===== config.mk =====
export PLATFORM = sky130hd
export DESIGN_NAME = vending_core_param_flat
export DESIGN_NICKNAME = d
export VERILOG_FILES = /design/src/rtl/vending_core_param_if.sv /design/src/rtl/vending_core_param.sv /design/src/flat_wrapper.sv
export SDC_FILE = /design/constraint.sdc
export NUM_CORES = 1
export LEC_CHECK = 0
export CELL_PAD_IN_SITES_DETAIL_PLACEMENT = 0
export CELL_PAD_IN_SITES_GLOBAL_PLACEMENT = 1
export CORE_MARGIN = 3
export CORE_UTILIZATION = 44
export CTS_CLUSTER_DIAMETER = 200
export DETAILED_ROUTE_END_ITERATION = 7
export GPL_TIMING_DRIVEN = 0
export HOLD_SLACK_MARGIN = 0.02
export MAX_ROUTING_LAYER = met4
export PLACE_DENSITY_LB_ADDON = 0.1
export SYNTH_ARGS = -nofsm -noshare
export SYNTH_HDL_FRONTEND = slang
export SYNTH_SLANG_ARGS = --single-unit

===== constraint.sdc =====
create_clock -name clk -period 4.4 [get_ports clk]
set_input_delay 0.88 -clock clk [delete_from_list [all_inputs] [get_ports clk]]
set_output_delay 0.88 -clock clk [all_outputs]
set_load 0.01 [all_outputs]

===== src/rtl/vending_core_param_if.sv =====
// Request/response bundle for vending_core_param.
// master drives the request strobes; slave is the transaction core.
interface vending_core_param_if #(
    parameter int PROD_W  = 3,
    parameter int QTY_W   = 4,
    parameter int MONEY_W = 4,
    parameter int BANK_W  = 8
);
    logic               costumer_mode;
    logic               owner_supply_mode;
    logic               owner_money_mode;
    logic [PROD_W-1:0]  product;
    logic [MONEY_W-1:0] costumer_money;
    logic [QTY_W-1:0]   quantitiy;
    logic               busy;
    logic               done;
    logic [2:0]         status;
    logic [BANK_W-1:0]  out_amount;
    logic [QTY_W-1:0]   stock_level;
    logic [BANK_W-1:0]  bank;
    logic [6:0]         seg1;
    logic [6:0]         seg2;

    modport master (
        output costumer_mode, owner_supply_mode, owner_money_mode,
        output product, costumer_money, quantitiy,
        input  busy, done, status, out_amount, stock_level, bank,
        input  seg1, seg2
    );

    modport slave (
        input  costumer_mode, owner_supply_mode, owner_money_mode,
        input  product, costumer_money, quantitiy,
        output busy, done, status, out_amount, stock_level, bank,
        output seg1, seg2
    );
endinterface


===== src/rtl/vending_core_param.sv =====
// Vending transaction core: stock, price ladder, cash bank, change/payout.
// Define VEND_SEG_EN to enable the 7-segment decode of out_amount.
module vending_core_param #(
    parameter int PROD_W     = 3,
    parameter int QTY_W      = 4,
    parameter int MONEY_W    = 4,
    parameter int BANK_W     = 8,
    parameter int PRICE_STEP = 1,
    parameter int STOCK_INIT = 2
) (
    input logic clk,
    input logic rst_n,
    vending_core_param_if.slave bus
);
    localparam int N_PROD = 2**PROD_W;

    localparam logic [2:0] ST_OK   = 3'd0;
    localparam logic [2:0] ST_SOLD = 3'd1;
    localparam logic [2:0] ST_FUND = 3'd2;
    localparam logic [2:0] ST_FULL = 3'd3;
    localparam logic [2:0] ST_SAT  = 3'd4;
    localparam logic [2:0] ST_NONE = 3'd7;

    localparam logic [BANK_W-1:0] ONE_B = BANK_W'(1);
    localparam logic [BANK_W-1:0] STEP  = BANK_W'(PRICE_STEP);
    localparam logic [BANK_W-1:0] BMAX  = '1;
    localparam logic [QTY_W-1:0]  QMAX  = '1;
    localparam logic [QTY_W-1:0]  QINIT = QTY_W'(STOCK_INIT);

    typedef enum logic [1:0] {
        S_IDLE,
        S_EXEC,
        S_DONE
    } state_t;

    typedef enum logic [1:0] {
        OP_BUY,
        OP_FILL,
        OP_PAY
    } op_t;

    state_t             state_q, state_d;
    op_t                op_q, op_d;
    logic [PROD_W-1:0]  prod_q, prod_d;
    logic [MONEY_W-1:0] money_q, money_d;
    logic [QTY_W-1:0]   qty_q, qty_d;
    logic [QTY_W-1:0]   stock_q [N_PROD];
    logic [QTY_W-1:0]   stock_d [N_PROD];
    logic [BANK_W-1:0]  bank_q, bank_d;
    logic               busy_q, busy_d;
    logic               done_q, done_d;
    logic [2:0]         status_q, status_d;
    logic [BANK_W-1:0]  amt_q, amt_d;
    logic [QTY_W-1:0]   lvl_q, lvl_d;

    logic               sel_fill, sel_pay, sel_buy;
    logic [QTY_W-1:0]   cur;
    logic [BANK_W-1:0]  price;
    logic [BANK_W-1:0]  money_x;
    logic [BANK_W:0]    bank_sum;
    logic [QTY_W:0]     fill_sum;

    // One-hot request select: supply beats money beats customer.
    assign sel_fill = bus.owner_supply_mode;
    assign sel_pay  = bus.owner_money_mode & ~sel_fill;
    assign sel_buy  = bus.costumer_mode & ~sel_fill & ~sel_pay;

    assign cur      = stock_q[prod_q];
    assign price    = (BANK_W'(prod_q) + ONE_B) * STEP;
    assign money_x  = BANK_W'(money_q);
    assign bank_sum = {1'b0, bank_q} + {1'b0, price};
    assign fill_sum = {1'b0, cur} + {1'b0, qty_q};

    always_comb begin
        state_d  = state_q;
        op_d     = op_q;
        prod_d   = prod_q;
        money_d  = money_q;
        qty_d    = qty_q;
        stock_d  = stock_q;
        bank_d   = bank_q;
        busy_d   = busy_q;
        done_d   = 1'b0;
        status_d = status_q;
        amt_d    = amt_q;
        lvl_d    = lvl_q;

        unique case (state_q)
            S_IDLE: begin
                if (sel_fill | sel_pay | sel_buy) begin
                    state_d = S_EXEC;
                    busy_d  = 1'b1;
                    prod_d  = bus.product;
                    money_d = bus.costumer_money;
                    qty_d   = bus.quantitiy;
                end
                unique case (1'b1)
                    sel_fill: op_d = OP_FILL;
                    sel_pay:  op_d = OP_PAY;
                    sel_buy:  op_d = OP_BUY;
                    default:  op_d = op_q;
                endcase
            end
            S_EXEC: begin
                state_d = S_DONE;
                done_d  = 1'b1;
                unique case (op_q)
                    OP_BUY: begin
                        lvl_d = cur;
                        amt_d = money_x;
                        if (cur == '0) begin
                            status_d = ST_SOLD;
                        end else if (money_x < price) begin
                            status_d = ST_FUND;
                        end else if (bank_sum > {1'b0, BMAX}) begin
                            status_d = ST_FULL;
                        end else begin
                            status_d        = ST_OK;
                            stock_d[prod_q] = cur - 1'b1;
                            lvl_d           = cur - 1'b1;
                            bank_d          = bank_sum[BANK_W-1:0];
                            amt_d           = money_x - price;
                        end
                    end
                    OP_FILL: begin
                        amt_d = '0;
                        if (fill_sum > {1'b0, QMAX}) begin
                            status_d = ST_SAT;
                            lvl_d    = QMAX;
                        end else begin
                            status_d = ST_OK;
                            lvl_d    = fill_sum[QTY_W-1:0];
                        end
                        stock_d[prod_q] = lvl_d;
                    end
                    OP_PAY: begin
                        status_d = ST_OK;
                        amt_d    = bank_q;
                        bank_d   = '0;
                        lvl_d    = '0;
                    end
                    default: status_d = status_q;
                endcase
            end
            S_DONE: begin
                state_d = S_IDLE;
                busy_d  = 1'b0;
            end
            default: begin
                state_d = S_IDLE;
                busy_d  = 1'b0;
            end
        endcase
    end

    always_ff @(posedge clk or negedge rst_n) begin
        if (!rst_n) begin
            state_q  <= S_IDLE;
            op_q     <= OP_BUY;
            prod_q   <= '0;
            money_q  <= '0;
            qty_q    <= '0;
            bank_q   <= '0;
            busy_q   <= 1'b0;
            done_q   <= 1'b0;
            status_q <= ST_NONE;
            amt_q    <= '0;
            lvl_q    <= '0;
            for (int i = 0; i < N_PROD; i++) begin
                stock_q[i] <= QINIT;
            end
        end else begin
            state_q  <= state_d;
            op_q     <= op_d;
            prod_q   <= prod_d;
            money_q  <= money_d;
            qty_q    <= qty_d;
            bank_q   <= bank_d;
            busy_q   <= busy_d;
            done_q   <= done_d;
            status_q <= status_d;
            amt_q    <= amt_d;
            lvl_q    <= lvl_d;
            for (int i = 0; i < N_PROD; i++) begin
                stock_q[i] <= stock_d[i];
            end
        end
    end

    assign bus.busy        = busy_q;
    assign bus.done        = done_q;
    assign bus.status      = status_q;
    assign bus.out_amount  = amt_q;
    assign bus.stock_level = lvl_q;
    assign bus.bank        = bank_q;

`ifdef VEND_SEG_EN
    localparam logic [6:0] SEG_E = 7'b1111001;

    logic [6:0] seg1_q, seg1_d;
    logic [6:0] seg2_q, seg2_d;

    function automatic logic [6:0] hex7(input logic [3:0] v);
        logic [6:0] s;
        unique case (v)
            4'h0: s = 7'h3F;
            4'h1: s = 7'h06;
            4'h2: s = 7'h5B;
            4'h3: s = 7'h4F;
            4'h4: s = 7'h66;
            4'h5: s = 7'h6D;
            4'h6: s = 7'h7D;
            4'h7: s = 7'h07;
            4'h8: s = 7'h7F;
            4'h9: s = 7'h6F;
            4'hA: s = 7'h77;
            4'hB: s = 7'h7C;
            4'hC: s = 7'h39;
            4'hD: s = 7'h5E;
            4'hE: s = 7'h79;
            4'hF: s = 7'h71;
            default: s = 7'h00;
        endcase
        return s;
    endfunction

    // Digits latch together with the results, so they hold until next done.
    always_comb begin
        seg1_d = seg1_q;
        seg2_d = seg2_q;
        if (state_q == S_EXEC) begin
            if (status_d == ST_OK) begin
                seg1_d = hex7(amt_d[7:4]);
                seg2_d = hex7(amt_d[3:0]);
            end else begin
                seg1_d = SEG_E;
                seg2_d = SEG_E;
            end
        end
    end

    always_ff @(posedge clk or negedge rst_n) begin
        if (!rst_n) begin
            seg1_q <= '0;
            seg2_q <= '0;
        end else begin
            seg1_q <= seg1_d;
            seg2_q <= seg2_d;
        end
    end

    assign bus.seg1 = seg1_q;
    assign bus.seg2 = seg2_q;
`else
    assign bus.seg1 = 7'b0;
    assign bus.seg2 = 7'b0;
`endif
endmodule


===== src/flat_wrapper.sv =====
// flat-port wrapper written by rule: the top's interface ports become plain ports
module vending_core_param_flat 
#(
    parameter int PROD_W     = 3,
    parameter int QTY_W      = 4,
    parameter int MONEY_W    = 4,
    parameter int BANK_W     = 8,
    parameter int PRICE_STEP = 1,
    parameter int STOCK_INIT = 2
)
  (clk, rst_n, bus_costumer_mode, bus_owner_supply_mode, bus_owner_money_mode, bus_product, bus_costumer_money, bus_quantitiy, bus_busy, bus_done, bus_status, bus_out_amount, bus_stock_level, bus_bank, bus_seg1, bus_seg2);
  vending_core_param_if #(.PROD_W(PROD_W), .QTY_W(QTY_W), .MONEY_W(MONEY_W), .BANK_W(BANK_W)) bus_i ();
  input logic clk;
  input logic rst_n;
  input wire logic [$bits(bus_i.costumer_mode)-1:0] bus_costumer_mode;
  input wire logic [$bits(bus_i.owner_supply_mode)-1:0] bus_owner_supply_mode;
  input wire logic [$bits(bus_i.owner_money_mode)-1:0] bus_owner_money_mode;
  input wire logic [$bits(bus_i.product)-1:0] bus_product;
  input wire logic [$bits(bus_i.costumer_money)-1:0] bus_costumer_money;
  input wire logic [$bits(bus_i.quantitiy)-1:0] bus_quantitiy;
  output wire logic [$bits(bus_i.busy)-1:0] bus_busy;
  output wire logic [$bits(bus_i.done)-1:0] bus_done;
  output wire logic [$bits(bus_i.status)-1:0] bus_status;
  output wire logic [$bits(bus_i.out_amount)-1:0] bus_out_amount;
  output wire logic [$bits(bus_i.stock_level)-1:0] bus_stock_level;
  output wire logic [$bits(bus_i.bank)-1:0] bus_bank;
  output wire logic [$bits(bus_i.seg1)-1:0] bus_seg1;
  output wire logic [$bits(bus_i.seg2)-1:0] bus_seg2;
  assign bus_i.costumer_mode = bus_costumer_mode;
  assign bus_i.owner_supply_mode = bus_owner_supply_mode;
  assign bus_i.owner_money_mode = bus_owner_money_mode;
  assign bus_i.product = bus_product;
  assign bus_i.costumer_money = bus_costumer_money;
  assign bus_i.quantitiy = bus_quantitiy;
  assign bus_busy = bus_i.busy;
  assign bus_done = bus_i.done;
  assign bus_status = bus_i.status;
  assign bus_out_amount = bus_i.out_amount;
  assign bus_stock_level = bus_i.stock_level;
  assign bus_bank = bus_i.bank;
  assign bus_seg1 = bus_i.seg1;
  assign bus_seg2 = bus_i.seg2;
  vending_core_param #(.PROD_W(PROD_W), .QTY_W(QTY_W), .MONEY_W(MONEY_W), .BANK_W(BANK_W), .PRICE_STEP(PRICE_STEP), .STOCK_INIT(STOCK_INIT)) u_core (.clk(clk), .rst_n(rst_n), .bus(bus_i));
endmodule

# == Word-level counts from Yosys, hierarchy flattened ==
# Cells that the tools add are included.
# classes
add_sub_neg,5
n_mul,0
div_mod_pow,0
n_lt_le_gt_ge,5
n_eq_ne,7
shifts,0
muxes,37
bitwise_logic,9
n_reduce_logical,14
# op_table
cell,n
32-bit 2-to-1 mux,3
32-bit bitwise mux,2
32-bit case mux with 2 select lines,1
8-bit 2-to-1 mux,6
4-bit 2-to-1 mux,9
8-bit case mux with 3 select lines,1
8-bit case mux with 2 select lines,1
4-bit binary-select mux with 3-bit select,1
4-bit demux with 3-bit select,1
4-bit case mux with 3 select lines,1
5-bit AND reduction,2
8-bit by 8-bit adder with 9-bit output,1
"9-bit by 8-bit greater-than comparator with 1-bit output, second input constant",1
3-bit 2-to-1 mux,3
3-bit case mux with 3 select lines,1
4-bit by 8-bit < comparator with 1-bit output,1
2-bit AND reduction,4
4-bit by 8-bit subtractor with 8-bit output,1
"2-bit inequality test, second input constant",3
2-bit case mux with 3 select lines,1
3-bit nonzero test,2
4-bit by 4-bit adder with 5-bit output,1
"5-bit by 4-bit greater-than comparator with 1-bit output, second input constant",1
"3-bit by 1-bit adder with 4-bit output, second input constant",1
other kinds (18),28
# totals
regBits,72
latchBits,0
ram_bits,0
rom_bits,0
in_bits,16
elab_cells,96
n_memories,0

# == Longest topological paths before layout ==
# depth
word_depth,11
ltp_mapped,14
depth_no_buf,12

# == Worst setup path before layout ==
# OpenSTA, ideal clock, no wires.
# synth_path
path_kind,reg2reg
startpoint,reg u_core.prod_q[0]
endpoint,reg u_core.stock_q[19] (netlist name)
setup_time_ns,0.128
arrival_ns,3.029
slack_ns,1.243
stages_incl_launch_ff,13
synth_period_minus_slack_ns,3.157
cell_sequence,dfrtp_1 -> buf_2 -> buf_4 -> mux4_2 -> mux2i_1 -> inv_1 -> ha_1 -> a21oi_1 -> nor2_1 -> mux2_2 -> o31ai_1 -> o31ai_2 -> mux2_1
# synth_via
elab_chain_cells,11
# synth_rtl
element,line_no,rtl
"start, declared",vending_core_param.sv:44,"logic [PROD_W-1:0] prod_q, prod_d;"
"start signal, assigned",vending_core_param.sv:175,prod_q <= prod_d;
3-bit inverter with 4-bit output (implied by the code),"vending_core_param.sv:68, vending_core_param.sv:119, vending_core_param.sv:134",
4-bit binary-select mux with 3-bit select,vending_core_param.sv:68,assign cur = stock_q[prod_q];
4-bit 2-to-1 mux (implied by the code) (2 in series),vending_core_param.sv:68,
4-bit by 4-bit adder with 5-bit output,vending_core_param.sv:72,"assign fill_sum = {1'b0, cur} + {1'b0, qty_q};"
5-bit by 4-bit greater-than comparator with 1-bit output,vending_core_param.sv:127,"if (fill_sum > {1'b0, QMAX}) begin"
4-bit 2-to-1 mux,vending_core_param.sv:127,
4-bit 2-to-1 mux,vending_core_param.sv:107,unique case (op_q)
4-bit 2-to-1 mux,vending_core_param.sv:88,unique case (state_q)
32-bit bitwise mux,vending_core_param.sv:134,stock_d[prod_q] = lvl_d;
32-bit case mux with 2 select lines,vending_core_param.sv:107,
"end signal, assigned by index",vending_core_param.sv:185,stock_q[i] <= stock_d[i];
"end, declared",vending_core_param.sv:47,logic [QTY_W-1:0] stock_q [N_PROD];
# Several ways; a longest one is shown, not always the timed one. The select of a mux whose other input is x is not followed.
# A chain may end at the register's enable or synchronous reset.

# == Final worst setup path ==
# layout_path
startpoint,reg u_core.prod_q[0]
endpoint,reg u_core.stock_q[4] (netlist name)
# Same word-level chain as after synthesis.

==> flow_metrics.py <==
metrics = {
    "final_layout": {
        "syn_to_final_growth_pct": 19.93,
        "num_antenna_cells": 0,
        "fillerInstances": 845,
        "final_util_pct": 54.34,
        "num-nets-final": 494,
        "drive_gt1_share_pct": 21.69,
    },
    "sta": {
        "max_freq_mhz": 236.8,
        "final_hold_viol_count": 0,
        "whs_ns": 0.4242,
        "tightest_slew_ns": 1.170,
        "rsz0062_at_grt": "false",
        "period_needed_ns": 4.222,
        "finalMaxSlewViolations": 0,
        "finClkSkew_ns": 0.009499,
        "setup_viol": 0,
        "slew_headroom_pct": 20.88,
        "post-route-period-util_pct": 95.96,
    },
    "setup_path": {
        "slowest_stage": "nor4b_1",
        "cp.arrival_ns": 4.46,
        "path_max_fanout": 9,
        "r2r_slack_ns": 0.18,
        "critPathRequiredTime_ns": 4.64,
        "crit_path_max_incr_delay_ns": 0.95,
        "startpoint_type": "flip-flop",
        "endpoint_kind": "flip-flop",
        "crit_type": "reg -> reg",
        "crit_chain": "buf_2, clkinv_1, ha_1, inv_1, fa_1, nand2b_1, a21oi_1, a31oi_1, a31o_4, nor4b_1, mux2_2",
    },
    "floorplan": {
        "die_h_um": 103.8,
        "rows": 35,
        "initial_core_util_pct": 45.31,
        "fp.dieW_um": 103.8,
        "io-pin-count": 55,
        "core_area_um2": 9284,
        "die-area_um2": 10770,
    },
    "global_routing": {
        "grt_max_degree": 48,
        "global_route.usage.met3_pct": 3.801,
        "grt_pass1_vias": 3203,
        "grt_pass1_wl_um": 17220,
        "met1_usage_pct": 28.00,
        "grt_use_met2_pct": 32.76,
        "grt_most_used_layer": "met2",
        "grtUsageTotal_pct": 20.75,
        "gr-total-overflow": 0,
        "antenna_found_initial": 0,
    },
    "clock_tree": {
        "clock_path_buffers": 2,
        "cts_buffers": 9,
        "cts_tree": "built",
        "htree_levels": 3,
        "cts-resized-gates": 0,
        "postCtsSetupBuffers": 0,
        "cts-root-buf": "clkbuf_8",
        "clk_pin_slew_ns": 0.08,
        "clock-sinks": 72,
        "cts.hold.buffers_added": 0,
        "clock_latency_ns": 0.36,
    },
    "synth": {
        "syn-mean-instance-area_um2": 10.76,
        "synth_top_cell_area_share_pct": 36.29,
        "synth_flop_cell": "dfrtp_1",
        "yosysUniqueCellTypes": 64,
        "ys_seq_elements": 72,
        "synth_edf_count": 0,
        "ys_seq_area_share_pct": 43.16,
        "syn-cell-area_um2": 4207,
        "synth_top_cells_by_area": "dfrtp_1 36%, mux2_2 9.6%, dfstp_2 6.9%, ha_1 5.4%, buf_4 2.7%",
        "synth_commonest_cells": "61 x dfrtp_1, 36 x mux2_2, 28 x nand2_1, 21 x a21oi_1",
        "yosysMostFrequentCell": "dfrtp_1",
        "syn_inst": 391,
        "synth_area_leader_cell": "dfrtp_1",
        "async_flop_share_pct": 100.0,
        "yosysWarnings": 0,
    },
    "drt": {
        "avgViaCountPerCell": 5.454,
        "avgRoutedWirePerCell_um": 17.73,
        "drt_iter0_markers": 161,
        "drt_wl_total_um": 10460,
        "final_antenna_net_count": 0,
        "vias": 3218,
        "drtPass1Iterations": 4,
        "drc": 0,
    },
    "flow_run": {
        "cap_violations": 0,
    },
    "placed_design": {
        "place_hpwl_um": 7683,
        "place_congestion": 0.8077,
        "port_buffers": 40,
    },
    "min_path": {
        "min_path_type": "in -> async",
    },
    "status": {
        "status": "finished, final reports clean",
    },
}
-- critical path: cells and delay by family (launching register included) --
family / cells / cell delay (ns)
AOI/OAI and AO/OA: 3 / 1.01
adders and majority gates: 2 / 0.56
buffers and inverters: 3 / 0.64
DFF: 1 / 0.37
muxes: 1 / 0.42
and+or+nand+nor: 2 / 1.09
-- cell families (layout without fill, tap and decap cells) --
logic type	Yosys count	count (layout)	share of synthesized area, %
flops	72	72	43.16
xor+xnor	5	5	1.041
compound gates	85	85	13.74
simple gates	96	96	11.60
other cells	1	14	0.08915
mux	57	57	16.78
buf+inv	53	110	6.335
fa+ha+maj	22	22	7.258
-- placed cells by master, fill, tap and decap left out, types with 16 or more instances in the layout --
| cell type | netlist | routed |
|---|---|---|
| nor2_1 | 16 | 16 |
| a21oi_1 | 21 | 21 |
| o21ai_0 | 20 | 20 |
| buf_4 | 15 | 16 |
| mux2_2 | 36 | 36 |
| clkdlybuf4s50_1 | 0 | 39 |
| ha_1 | 18 | 18 |
| nand2_1 | 28 | 28 |
| dfrtp_1 | 61 | 61 |
| inv_1 | 20 | 20 |
-- area by class of cell --
type | count | area [um2] | share of cell area (%)
inverters | 24 | 90.09 | 1.786
clock inverters | 6 | 65.06 | 1.290
multi-input cells | 279 | 2173 | 43.08
well taps | 129 | 161.4 | 3.199
plain buffers | 29 | 176.4 | 3.497
flip-flops and latches | 72 | 1815 | 35.99
repair buffers | 41 | 425.4 | 8.433
clock buffers | 10 | 137.6 | 2.728
-- worst paths after layout --
kind                       cells past startpoint                                  from                              endpoint
setup / recovery                              11          u_core.prod_q[0]$_DFFE_PN0P_         u_core.stock_q[4]$_DFFE_PN0P_
hold / removal                                 1                                 rst_n        u_core.bus.bank[2]$_DFFE_PN0P_
setup reg to reg                              11          u_core.prod_q[0]$_DFFE_PN0P_         u_core.stock_q[4]$_DFFE_PN0P_
hold reg to reg                                2  u_core.bus.out_amount[4]$_DFFE_PN0P_  u_core.bus.out_amount[4]$_DFFE_PN0P_
max in group asynchronous                      2                                 rst_n        u_core.stock_q[29]$_DFFE_PN1P_
min in group clk                               2  u_core.bus.out_amount[4]$_DFFE_PN0P_  u_core.bus.out_amount[4]$_DFFE_PN0P_
-- through the flow --
| step | instance area (um2) | setup slack (ns) | cells | setup TNS, ns |
|---|---|---|---|---|
| finish | 5045 | 0.1778 | 590 | 0 |
| global route | 5045 | 0.01039 | 590 | 0 |
| CTS | 5045 | 0.2027 | 590 | 0 |
| detailed placement | 4842 | 0.2313 | 574 | 0 |
| global placement | 4817 | -0.07739 | 573 | -4.350 |
| floorplan | 4255 | 1.243 | 404 | 0 |
-- registers in the layout (all words and copies together), names as in the netlist --
name                    flops
u_core.bus.bank             8
u_core.bus.busy             1
u_core.bus.done             1
u_core.bus.out_amount       8
u_core.bus.status           3
u_core.bus.stock_level      4
u_core.money_q              4
u_core.op_q                 2
u_core.prod_q               3
u_core.qty_q                4
u_core.state_q              2
u_core.stock_q             32
-- per-layer routing --
metal / routed length, um / vias to the layer above
li1: - / 1525
met2: 4912 / 87
met5: 0 / -
met3: 469 / 14
met1: 4931 / 1592
met4: 149 / 0
Power is not shown: default switching activity piles up to over one toggle a cycle in this logic, so the estimate is an artifact.
